File: config.mk
export PLATFORM = sky130hd
export DESIGN_NAME = mips_mem_arbiter_flat
export DESIGN_NICKNAME = d
export VERILOG_FILES = /design/src/rtl/mips_mem_arbiter_if.sv /design/src/rtl/mips_mem_arbiter.sv /design/src/flat_wrapper.sv
export SDC_FILE = /design/constraint.sdc
export NUM_CORES = 1
export LEC_CHECK = 0
export ABC_CLOCK_PERIOD_IN_PS = 2500
export BUFFER_PORTS_ARGS = -buffer_cell sky130_fd_sc_hd__buf_2
export CORE_ASPECT_RATIO = 0.9
export CORE_MARGIN = 4
export CORE_UTILIZATION = 35
export CTS_CLUSTER_DIAMETER = 80
export DETAILED_ROUTE_END_ITERATION = 8
export PLACE_DENSITY = 0.66
export SYNTH_ARGS = -nofsm -noshare
export SYNTH_HDL_FRONTEND = slang
export SYNTH_SLANG_ARGS = --single-unit
File: constraint.sdc
create_clock -name clk -period 2.5 [get_ports clk]
set_clock_uncertainty 0.05 [all_clocks]
set_input_delay 0.5 -clock clk [delete_from_list [all_inputs] [get_ports clk]]
set_output_delay 0.5 -clock clk [all_outputs]
set_load 0.005 [all_outputs]
File: src/rtl/mips_mem_arbiter_if.sv
// mips_mem_arbiter_if: core-side and memory-side bus of the unified memory arbiter
// Ports (as signals):
//   if_req/if_addr -> if_rdata/if_ack                 instruction fetch channel
//   d_req/d_we/d_addr/d_wdata -> d_rdata/d_ack        load/store channel
//   stall                                             core stall
//   mem_en/mem_we/mem_addr/mem_wdata <- mem_rdata     single-port memory macro
// Modports: slave = arbiter view, master = core + memory view.
interface mips_mem_arbiter_if #(
  parameter int AW = 32,
  parameter int DW = 32
);
  logic          if_req;
  logic [AW-1:0] if_addr;
  logic [DW-1:0] if_rdata;
  logic          if_ack;
  logic          d_req;
  logic          d_we;
  logic [AW-1:0] d_addr;
  logic [DW-1:0] d_wdata;
  logic [DW-1:0] d_rdata;
  logic          d_ack;
  logic          stall;
  logic          mem_en;
  logic          mem_we;
  logic [AW-1:0] mem_addr;
  logic [DW-1:0] mem_wdata;
  logic [DW-1:0] mem_rdata;
  modport slave (
    input  if_req, if_addr, d_req, d_we, d_addr, d_wdata, mem_rdata,
    output if_rdata, if_ack, d_rdata, d_ack, stall, mem_en, mem_we, mem_addr, mem_wdata
  );
  modport master (
    output if_req, if_addr, d_req, d_we, d_addr, d_wdata, mem_rdata,
    input  if_rdata, if_ack, d_rdata, d_ack, stall, mem_en, mem_we, mem_addr, mem_wdata
  );
endinterface

File: src/rtl/mips_mem_arbiter.sv
// mips_mem_arbiter: shares one single-port memory between MIPS fetch and load/store units
// Ports:
//   clk    rising-edge clock
//   rst_n  asynchronous active-low reset, released synchronously
//   bus    mips_mem_arbiter_if.slave (fetch channel, data channel, stall, memory macro)
//   perf_conflicts  [15:0] saturating count of IDLE cycles with both requesters eligible
//                   (only when MEM_ARB_PERF_EN is defined)
// Each access occupies the memory for WAIT_CYCLES cycles (1..15); the ack pulse follows
// one cycle later, and that ack cycle may already grant the other requester.
module mips_mem_arbiter #(
  parameter int AW          = 32,
  parameter int DW          = 32,
  parameter int WAIT_CYCLES = 2
) (
  input logic                clk,
  input logic                rst_n,
  mips_mem_arbiter_if.slave  bus
`ifdef MEM_ARB_PERF_EN
  ,
  output logic [15:0]        perf_conflicts
`endif
);
  typedef enum logic [1:0] {IDLE, BUSY_I, BUSY_D} state_t;
  localparam logic [3:0] CNT_INIT = 4'(WAIT_CYCLES - 1);
  state_t        state_q, state_d;
  logic [3:0]    cnt_q, cnt_d;
  logic          last_grant_q, last_grant_d;
  logic          if_ack_q, if_ack_d;
  logic          d_ack_q, d_ack_d;
  logic [DW-1:0] if_rdata_q, if_rdata_d;
  logic [DW-1:0] d_rdata_q, d_rdata_d;
  logic          mem_en_q, mem_en_d;
  logic          mem_we_q, mem_we_d;
  logic [AW-1:0] mem_addr_q, mem_addr_d;
  logic [DW-1:0] mem_wdata_q, mem_wdata_d;
  logic          if_elig, d_elig, pick_d;
  logic          unused_addr_lsbs;
`ifdef MEM_ARB_PERF_EN
  logic [15:0]   perf_q, perf_d;
`endif
  // A requester whose ack is high this cycle is still dropping its request.
  assign if_elig = bus.if_req & ~if_ack_q;
  assign d_elig  = bus.d_req & ~d_ack_q;
  // last_grant_q = 1 means data was granted last; ties go to the other side.
  assign pick_d  = d_elig & (~if_elig | ~last_grant_q);
  assign unused_addr_lsbs = ^{bus.if_addr[1:0], bus.d_addr[1:0]};
  always_comb begin
    state_d      = state_q;
    cnt_d        = cnt_q;
    last_grant_d = last_grant_q;
    if_ack_d     = 1'b0;
    d_ack_d      = 1'b0;
    if_rdata_d   = if_rdata_q;
    d_rdata_d    = d_rdata_q;
    mem_en_d     = mem_en_q;
    mem_we_d     = mem_we_q;
    mem_addr_d   = mem_addr_q;
    mem_wdata_d  = mem_wdata_q;
    if (state_q == IDLE) begin
      if (if_elig | d_elig) begin
        state_d      = pick_d ? BUSY_D : BUSY_I;
        cnt_d        = CNT_INIT;
        last_grant_d = pick_d;
        mem_en_d     = 1'b1;
        mem_we_d     = pick_d & bus.d_we;
        mem_addr_d   = {(pick_d ? bus.d_addr[AW-1:2] : bus.if_addr[AW-1:2]), 2'b00};
        mem_wdata_d  = pick_d ? bus.d_wdata : mem_wdata_q;
      end
    end else if (cnt_q == 4'd0) begin
      // Last busy cycle: mem_rdata is valid now.
      state_d    = IDLE;
      mem_en_d   = 1'b0;
      mem_we_d   = 1'b0;
      if_ack_d   = state_q == BUSY_I;
      d_ack_d    = state_q == BUSY_D;
      if_rdata_d = (state_q == BUSY_I) ? bus.mem_rdata : if_rdata_q;
      d_rdata_d  = (state_q == BUSY_D && !mem_we_q) ? bus.mem_rdata : d_rdata_q;
    end else begin
      cnt_d = cnt_q - 4'd1;
    end
`ifdef MEM_ARB_PERF_EN
    perf_d = (state_q == IDLE && if_elig && d_elig && perf_q != 16'hFFFF) ? perf_q + 16'd1 : perf_q;
`endif
  end
  always_ff @(posedge clk or negedge rst_n) begin
    if (!rst_n) begin
      state_q      <= IDLE;
      cnt_q        <= 4'd0;
      last_grant_q <= 1'b1;
      if_ack_q     <= 1'b0;
      d_ack_q      <= 1'b0;
      if_rdata_q   <= '0;
      d_rdata_q    <= '0;
      mem_en_q     <= 1'b0;
      mem_we_q     <= 1'b0;
      mem_addr_q   <= '0;
      mem_wdata_q  <= '0;
    end else begin
      state_q      <= state_d;
      cnt_q        <= cnt_d;
      last_grant_q <= last_grant_d;
      if_ack_q     <= if_ack_d;
      d_ack_q      <= d_ack_d;
      if_rdata_q   <= if_rdata_d;
      d_rdata_q    <= d_rdata_d;
      mem_en_q     <= mem_en_d;
      mem_we_q     <= mem_we_d;
      mem_addr_q   <= mem_addr_d;
      mem_wdata_q  <= mem_wdata_d;
    end
  end
`ifdef MEM_ARB_PERF_EN
  always_ff @(posedge clk or negedge rst_n) begin
    if (!rst_n) perf_q <= 16'd0;
    else perf_q <= perf_d;
  end
  assign perf_conflicts = perf_q;
`endif
  assign bus.if_rdata  = if_rdata_q;
  assign bus.if_ack    = if_ack_q;
  assign bus.d_rdata   = d_rdata_q;
  assign bus.d_ack     = d_ack_q;
  assign bus.mem_en    = mem_en_q;
  assign bus.mem_we    = mem_we_q;
  assign bus.mem_addr  = mem_addr_q;
  assign bus.mem_wdata = mem_wdata_q;
  assign bus.stall     = (bus.if_req & ~if_ack_q) | (bus.d_req & ~d_ack_q);
endmodule

File: src/flat_wrapper.sv
// flat-port wrapper written by rule: the top's interface ports become plain ports
module mips_mem_arbiter_flat 
#(
  parameter int AW          = 32,
  parameter int DW          = 32,
  parameter int WAIT_CYCLES = 2
)
  (clk, rst_n, bus_if_req, bus_if_addr, bus_d_req, bus_d_we, bus_d_addr, bus_d_wdata, bus_mem_rdata, bus_if_rdata, bus_if_ack, bus_d_rdata, bus_d_ack, bus_stall, bus_mem_en, bus_mem_we, bus_mem_addr, bus_mem_wdata);
  mips_mem_arbiter_if #(.AW(AW), .DW(DW)) bus_i ();
  input logic clk;
  input logic rst_n;
  input wire logic [$bits(bus_i.if_req)-1:0] bus_if_req;
  input wire logic [$bits(bus_i.if_addr)-1:0] bus_if_addr;
  input wire logic [$bits(bus_i.d_req)-1:0] bus_d_req;
  input wire logic [$bits(bus_i.d_we)-1:0] bus_d_we;
  input wire logic [$bits(bus_i.d_addr)-1:0] bus_d_addr;
  input wire logic [$bits(bus_i.d_wdata)-1:0] bus_d_wdata;
  input wire logic [$bits(bus_i.mem_rdata)-1:0] bus_mem_rdata;
  output wire logic [$bits(bus_i.if_rdata)-1:0] bus_if_rdata;
  output wire logic [$bits(bus_i.if_ack)-1:0] bus_if_ack;
  output wire logic [$bits(bus_i.d_rdata)-1:0] bus_d_rdata;
  output wire logic [$bits(bus_i.d_ack)-1:0] bus_d_ack;
  output wire logic [$bits(bus_i.stall)-1:0] bus_stall;
  output wire logic [$bits(bus_i.mem_en)-1:0] bus_mem_en;
  output wire logic [$bits(bus_i.mem_we)-1:0] bus_mem_we;
  output wire logic [$bits(bus_i.mem_addr)-1:0] bus_mem_addr;
  output wire logic [$bits(bus_i.mem_wdata)-1:0] bus_mem_wdata;
  assign bus_i.if_req = bus_if_req;
  assign bus_i.if_addr = bus_if_addr;
  assign bus_i.d_req = bus_d_req;
  assign bus_i.d_we = bus_d_we;
  assign bus_i.d_addr = bus_d_addr;
  assign bus_i.d_wdata = bus_d_wdata;
  assign bus_i.mem_rdata = bus_mem_rdata;
  assign bus_if_rdata = bus_i.if_rdata;
  assign bus_if_ack = bus_i.if_ack;
  assign bus_d_rdata = bus_i.d_rdata;
  assign bus_d_ack = bus_i.d_ack;
  assign bus_stall = bus_i.stall;
  assign bus_mem_en = bus_i.mem_en;
  assign bus_mem_we = bus_i.mem_we;
  assign bus_mem_addr = bus_i.mem_addr;
  assign bus_mem_wdata = bus_i.mem_wdata;
  mips_mem_arbiter #(.AW(AW), .DW(DW), .WAIT_CYCLES(WAIT_CYCLES)) u_core (.clk(clk), .rst_n(rst_n), .bus(bus_i));
endmodule
After elaboration in Yosys (flattened, before gate mapping)
Cells that the tools add are included.

storage, ports and cells
  output and inout bits = 133
  register bits after elaboration = 137
  word-level logic and storage cells = 55
  input bits = 133

operators by class
  eq/ne operators = 4
  mux-type cells = 17
  bitwise gates (word level) = 11
  reductions and logical operators = 11
  add/subtract/negate cells = 1

operators by type and width
  kind                 number
  $mux 30              1
  $mux 4               3
  $mux 1               9
  $reduce_and 3->1     3
  $mux 2               4
  $reduce_and 2->1     3
  $not 1->1            5
  $and 1x1->1          4
  $logic_not 4->1      1
  $sub 4x1->4 const B  1
  $eq 2x1->1 const B   1
  $eq 2x2->1 const B   1
  $logic_not 2->1      1
  $ne 2x1->1 const B   1
  $ne 2x2->1 const B   1
  $or 1x1->1           2
  $reduce_bool 2->1    1
  $logic_and 1x1->1    1
  $logic_not 1->1      1

Logic depth before layout (Yosys ltp)
Gate-level depths: netlist of the first run.

  word-level depth = 8
  mapped depth = 9
  depth with buffers taken out = 6

Worst setup path after synthesis of the first run
Ideal clock, no wire load.

  path type = register -> register
  start = register u_core.cnt_q[0]
  end = register u_core.d_rdata_q[18] (netlist: u_core.bus.d_rdata[18])
  required time = 2.325 ns
  path buffers = 3
  slack = 0.314 ns
  data arrival time = 2.011 ns
  cell stages (with the launch flop) = 10
  path through = dfrtp_1 -> inv_1 -> ha_1 -> or3b_1 -> buf_2 -> nor3b_2 -> nor2b_1 -> buf_2 -> buf_4 -> mux2_2

between the ends
  word-level cells in the longest chain between the ends = 2

RTL lines
  what                        line                     text
  start: declaration          mips_mem_arbiter.sv:26   logic [3:0] cnt_q, cnt_d;
  start signal: assignment    mips_mem_arbiter.sv:100  cnt_q <= cnt_d;
  $logic_not 4->1             mips_mem_arbiter.sv:69   end else if (cnt_q == 4'd0) begin
  $reduce_and 3->1 (no line)  --
  end signal: assignment      mips_mem_arbiter.sv:105  d_rdata_q <= d_rdata_d;
  end: declaration            mips_mem_arbiter.sv:31   logic [DW-1:0] d_rdata_q, d_rdata_d;

Every way passes these cells.
A chain may end at the register's enable or synchronous reset.

Worst setup path after layout of the first run
  start = register u_core.cnt_q[0]
  end = register u_core.if_rdata_q[25] (netlist: u_core.bus.if_rdata[25])

between the ends
  word-level cells in the longest chain between the ends = 2

RTL lines
  what                        line                     text
  $logic_not 4->1             mips_mem_arbiter.sv:69
  $reduce_and 3->1 (no line)  --
  end signal: assignment      mips_mem_arbiter.sv:104  if_rdata_q <= if_rdata_d;
  end: declaration            mips_mem_arbiter.sv:30   logic [DW-1:0] if_rdata_q, if_rdata_d;

Every way passes these cells.

==> results of run 1 <==
-- power groups by stage --
| stage | clock network [W] | logic (W) | registers, W |
|---|---|---|---|
| CTS | 0.00274 | 0.00367 | 0.00395 |
| global route | 0.00286 | 0.00394 | 0.00409 |
| detailed placement | 0 | 0.00368 | 0.00397 |
| floorplan | 0 | 0.00191 | 0.00400 |
| finish | 0.00267 | 0.00359 | 0.00395 |
| global placement | 0 | 0.00357 | 0.00391 |
-- Yosys cell counts, types with 2 or more instances --
master / number / area, sq um
nor2b_1: 3 / 18.8
buf_12: 3 / 60.1
clkbuf_1: 6 / 22.5
nand2_1: 3 / 11.3
a222oi_1: 30 / 300
mux2_4: 29 / 435
dfrtp_1: 136 / 3400
inv_1: 33 / 124
buf_2: 9 / 45.0
mux2_2: 66 / 743
a21o_1: 3 / 22.5
nand3_1: 2 / 10.0
or3b_1: 2 / 17.5
buf_4: 5 / 37.5
nor2_1: 3 / 11.3
o21ai_0: 5 / 25.0
nand2b_1: 2 / 12.5
-- through the flow --
stage	hold slack (ps)	cells	area, sq um	setup WS [ps]
2_1_floorplan	154	355	5450	314
3_3_place_gp	413	799	6990	258
3_5_place_dp	421	799	6990	235
4_1_cts	226	829	7630	225
5_1_grt	230	829	7630	135
6_report	253	829	7630	210
-- routing by layer --
layer,global-route usage,vias up
met5,0,-
met4,0.0800,0
met3,0.0489,26
met2,0.265,174
met1,0.187,1975
li1,-,1813
-- final cells by class --
| type | count | area [sq um] | share of cell area |
|---|---|---|---|
| clock buffers | 20 | 457 | 0.0598 |
| clock inverters | 9 | 173 | 0.0226 |
| inverters | 33 | 124 | 0.0162 |
| multi-input cells | 161 | 1730 | 0.227 |
| flip-flops and latches | 137 | 3430 | 0.449 |
| well taps | 198 | 248 | 0.0325 |
| repair buffers | 271 | 1470 | 0.193 |
-- repair_timing --
action / in CTS / in global routing
hold buffers: 1 / 0
hold endpoints to repair: 45 / 0
buffers inserted: 0 / 0
-- kinds of logic after synthesis --
kind of cell	count (synthesis)	share of synthesized area
xor gates and xnor gates	1	0.00161
muxes	97	0.221
other	1	0.000689
DFF	137	0.630
AOI/OAI and AO/OA	42	0.0697
and+or+nand+nor	18	0.0198
buffers and inverters	57	0.0552
adders and majority gates	1	0.00230
-- state kept, by name (all words and copies together) (netlist names) --
name / count
u_core.bus.mem_we: 1
u_core.bus.mem_wdata: 32
u_core.cnt_q: 4
u_core.bus.mem_en: 1
u_core.bus.d_rdata: 32
u_core.bus.mem_addr: 30
u_core.bus.if_rdata: 32
u_core.state_q: 2
u_core.bus.d_ack: 1
u_core.bus.if_ack: 1
u_core.last_grant_q: 1
-- critical path: stages (launching register included) --
cell and delay (ps):
dfrtp_1 380, inv_1 100, ha_1 180, or3b_1 410, or3b_2 490, buf_12 220, mux2_4 320
-- path summary, 6_finish.rpt --
path                       slack [ps]                                    to                               start
max                               210   u_core.bus.if_rdata[25]$_DFFE_PN0P_         u_core.cnt_q[0]$_DFFE_PN0P_
min reg2reg                       450    u_core.bus.d_rdata[24]$_DFFE_PN0P_  u_core.bus.d_rdata[24]$_DFFE_PN0P_
min in group asynchronous         550    u_core.bus.if_rdata[6]$_DFFE_PN0P_                               rst_n
max reg2reg                       210   u_core.bus.if_rdata[25]$_DFFE_PN0P_         u_core.cnt_q[0]$_DFFE_PN0P_
min                               250   u_core.bus.mem_addr[20]$_DFFE_PN0P_                     bus_if_addr[20]
max in group asynchronous        1190  u_core.bus.mem_wdata[11]$_DFFE_PN0P_                               rst_n
==> key figures, run 1 <==
Pwr
  • PwrDens: 1340 nW/um^2
  • Switching power share of the total: 0.292
  • Flop pwr share: 0.386
  • Switching power: 0.00298 W
  • Leak: 4.02 nW
  • Total power: 0.0102 W
  • Combinational share of power: 0.352
  • Internal power: 0.00723 W
  • Maximum vdd drop: 0.000626 V
  • Clock share of power: 0.262

Finish
  • Commonest non-fill, non-tap cell in the layout: buf_2
  • Syn-to-layout area delta: 40.3%
  • Fin util: 0.510
  • # nets final: 755
  • N_diodes: 0
  • Layout cells sized above 1: 0.632
  • Fillers: 1302
  • Most frequent cells in the layout: buf_2, dfrtp_1, mux2_2

Detailed routing
  • DRC Markers: 0
  • Metal3 WL: 964 microns
  • Wire per inst: 16.5 microns
  • Antenna Nets Post-Route: 0
  • Iter 0 DRT Violations: 313
  • DR vias/cell: 4.81
  • Met1 Wirelength: 5.43 mm
  • Routed Wire Length: 13.7 mm
  • Total number of vias: 3988
  • Max layer used: met4
  • Met2 WL post-DR: 6.91 mm
  • Number of iterations in the first detailed-routing pass: 7

Logic synthesis
  • Most common flop cell mapped by yosys: dfrtp_1
  • Cell area after synthesis: 5440 sq um
  • Seq/Total Area, Yosys: 0.630
  • Synth Warn #: 0
  • Ys async rst share: 1.00
  • Synth cell types: 31
  • Mean Syn Cell Area: 15.4 sq um
  • Syn Inst Count: 354
  • Post-synth EDFFs: 0
  • Register bit count reported by yosys: 137

Global routing
  • Vias in the first global route: 4371
  • Grt total ovfl: 0
  • Antenna violations before repair: 0
  • Largest net degree at the start of global routing: 66
  • GRT Total Usage: 0.159
  • First-pass GRT wire length: 22.4 mm

Job
  • Max cap viols: 0

STA
  • Worst Tran Pin Value: 820 ps
  • Period utilization: 0.916
  • Setup violators final: 0
  • Max Slew Vio Count: 0
  • RSZ-0062 raised after global routing: false
  • Slew HR: 0.453
  • Setup TNS: 0 ps
  • Final min period: 2290 ps
  • Fmax: 437 MHz
  • Final hold vios: 0

Clocking
  • Clock buffer depth: 2
  • Root Buffer: clkbuf_16
  • Post-CTS sizing: 0
  • Htree depth: 4
  • Clk slew on worst S/H paths: 50 ps
  • CTS tree: yes
  • Total CTS buffers: 17
  • Clk_lat worst skew: 410 ps
  • CTS sink cnt: 137

Placed design
  • Port bufs: 259
  • GP Congestion: 0.865
  • Hpwl dp: 10.2 mm

Setup path
  • Worst-path fanout max: 33
  • WP data required: 2740 ps
  • Critical Path AT: 2530 ps
  • R2R depth: 6
  • CP endpoint kind: register
  • Critical path class: register to register
  • Worst setup SP type: register

Die
  • Die H: 126 microns
  • Overall die width: 139 microns
  • Die ar.: 17600 sq um
  • Core area: 15000 sq um
  • # IOs: 266
  • Row cnt: 42
  • Initial Utilization: 0.363

Worst hold path
  • Worst Hold Class: input port to register
  • Hold path depth: 3

Status
  • Status: finished, final reports clean
No activity file was read; power rests on OpenSTA's default activity.
==> run 2, diff against run 1 <==
--- a/config.mk
+++ b/config.mk
@@ -7,12 +7,15 @@
 export LEC_CHECK = 0
 export ABC_CLOCK_PERIOD_IN_PS = 2500
 export BUFFER_PORTS_ARGS = -buffer_cell sky130_fd_sc_hd__buf_2
+export CELL_PAD_IN_SITES_DETAIL_PLACEMENT = 1
+export CELL_PAD_IN_SITES_GLOBAL_PLACEMENT = 2
 export CORE_ASPECT_RATIO = 0.9
 export CORE_MARGIN = 4
-export CORE_UTILIZATION = 35
+export CORE_UTILIZATION = 29
 export CTS_CLUSTER_DIAMETER = 80
 export DETAILED_ROUTE_END_ITERATION = 8
-export PLACE_DENSITY = 0.66
+export PLACE_DENSITY = 0.81
+export RECOVER_POWER = 25
 export SYNTH_ARGS = -nofsm -noshare
 export SYNTH_HDL_FRONTEND = slang
 export SYNTH_SLANG_ARGS = --single-unit
==> key figures, run 2 (same netlist as run 1, synthesis figures left out) <==
Detailed routing
  • DRC Markers: 0
  • Number of iterations in the first detailed-routing pass: 8
  • Wire per inst: 17.9 microns
  • Iter 0 DRT Violations: 249
  • DR vias/cell: 4.59
  • Total number of vias: 4029
  • Antenna Nets Post-Route: 0
  • Routed Wire Length: 15.7 mm

Pwr
  • Combinational share of power: 0.359
  • Internal power: 0.00693 W
  • Flop pwr share: 0.392
  • Leak: 3.97 nW
  • PwrDens: 1330 nW/um^2
  • Maximum vdd drop: 0.000434 V
  • Switching power: 0.00316 W
  • Switching power share of the total: 0.313
  • Clock share of power: 0.249

Worst hold path
  • Worst Hold End: u_core.bus.mem_addr[18]$_DFFE_PN0P_
  • Hold path depth: 3
  • Worst Hold Class: input port to register
  • Hold path start: bus_if_addr[18]

Clocking
  • Clock buffer depth: 2
  • Postcts setup bufs: 0
  • Total CTS buffers: 17
  • Root Buffer: clkbuf_16
  • Clk slew on worst S/H paths: 60 ps
  • Clk_lat worst skew: 410 ps
  • CTS sink cnt: 137
  • Htree depth: 4
  • Hold_buf cts: 1
  • Post-CTS sizing: 0
  • CTS tree: yes

Setup path
  • Worst setup SP type: register
  • Critical path class: register to register
  • Reg-to-reg startpoint: u_core.cnt_q[0]$_DFFE_PN0P_
  • CP endpoint kind: register
  • Flop2flop setup slack: 160 ps
  • WP data required: 2730 ps
  • R2R depth: 6
  • Worst-path fanout max: 33
  • Critical Path AT: 2570 ps
  • Worst R2R End: u_core.bus.if_rdata[7]$_DFFE_PN0P_

Global routing
  • GRT Total Usage: 0.147
  • Largest net degree at the start of global routing: 66
  • Grt total ovfl: 0
  • First-pass GRT wire length: 24.4 mm
  • Vias in the first global route: 4580
  • Antenna violations before repair: 1

Die
  • Row cnt: 47
  • # IOs: 266
  • Die ar.: 21000 sq um
  • Die H: 138 microns
  • Overall die width: 152 microns
  • Initial Utilization: 0.296
  • Core area: 18400 sq um

Finish
  • Fillers: 2005
  • Layout cells sized above 1: 0.635
  • Commonest non-fill, non-tap cell in the layout: buf_2
  • # nets final: 754
  • Most frequent cells in the layout: buf_2, dfrtp_1, mux2_2
  • Syn-to-layout area delta: 39.9%
  • Fin util: 0.414
  • N_diodes: 0

STA
  • Max Slew Vio Count: 0
  • Final min period: 2340 ps
  • RSZ-0062 raised after global routing: false
  • Worst Tran Pin Value: 879 ps
  • Final hold vios: 0
  • Setup violators final: 0
  • Setup TNS: 0 ps
  • Fmax: 427 MHz
  • Period utilization: 0.936
  • Slew HR: 0.414

Placed design
  • Hpwl dp: 11.6 mm
  • Port bufs: 259
  • GP Congestion: 0.762

Status
  • Status: finished, final reports clean

Job
  • Max cap viols: 0
## run 2: area by class of cell
cell class | count | area, sq um | share of cell area
Clock buffer | 19 | 453 | 0.0595
Clock inverter | 13 | 144 | 0.0189
Inverter | 33 | 124 | 0.0163
Multi-Input combinational cell | 161 | 1730 | 0.228
Sequential cell | 137 | 3430 | 0.451
Tap cell | 245 | 307 | 0.0403
Timing Repair Buffer | 270 | 1420 | 0.187
## run 2: metal layers
metal / share of wire / track usage
met4: 0.0069 / 0.0484
met3: 0.062 / 0.0465
met1: 0.39 / 0.163
met5: 0.00083 / 0
met2: 0.54 / 0.271
## run 2: power groups by stage
stage / Combinational, W / Clock (W) / Sequential, W
2_1_floorplan: 0.00191 / 0 / 0.00400
3_3_place_gp: 0.00356 / 0 / 0.00392
3_5_place_dp: 0.00371 / 0 / 0.00399
4_1_cts: 0.00372 / 0.00260 / 0.00398
5_1_grt: 0.00399 / 0.00271 / 0.00410
6_report: 0.00362 / 0.00251 / 0.00396
## run 2: worst max-delay path by stage
| stage | slack [ps] | to | start | depth (start not counted) |
|---|---|---|---|---|
| after floorplan | 310 | u_core.bus.d_rdata[18]$_DFFE_PN0P_ | u_core.cnt_q[0]$_DFFE_PN0P_ | 9 |
| after global placement | 230 | u_core.bus.if_rdata[17]$_DFFE_PN0P_ | u_core.cnt_q[0]$_DFFE_PN0P_ | 6 |
| after detailed placement | 190 | u_core.bus.d_rdata[4]$_DFFE_PN0P_ | u_core.cnt_q[0]$_DFFE_PN0P_ | 7 |
| after CTS | 150 | u_core.bus.d_rdata[4]$_DFFE_PN0P_ | u_core.cnt_q[0]$_DFFE_PN0P_ | 7 |
| after global routing | 80 | u_core.bus.d_rdata[18]$_DFFE_PN0P_ | u_core.cnt_q[0]$_DFFE_PN0P_ | 7 |
| final | 160 | u_core.bus.if_rdata[7]$_DFFE_PN0P_ | u_core.cnt_q[0]$_DFFE_PN0P_ | 6 |
## run 2: worst max-delay path, cell delays in order (launching register included)
cell and delay, ps:
dfrtp_1 380, inv_1 90, ha_1 200, or3b_1 430, or3b_2 500, buf_12 210
mux2_4 330
## run 2: stage by stage
stage | std cells | total power [W] | hold WS, ps | cell area, sq um | setup slack (ps)
after detailed placement | 845 | 0.00770 | 331 | 7020 | 190
final | 878 | 0.0101 | 252 | 7610 | 161
after global placement | 845 | 0.00748 | 325 | 7020 | 225
after CTS | 878 | 0.0103 | 232 | 7630 | 147
after global routing | 878 | 0.0108 | 230 | 7610 | 83.4
after floorplan | 355 | 0.00590 | 154 | 5450 | 314
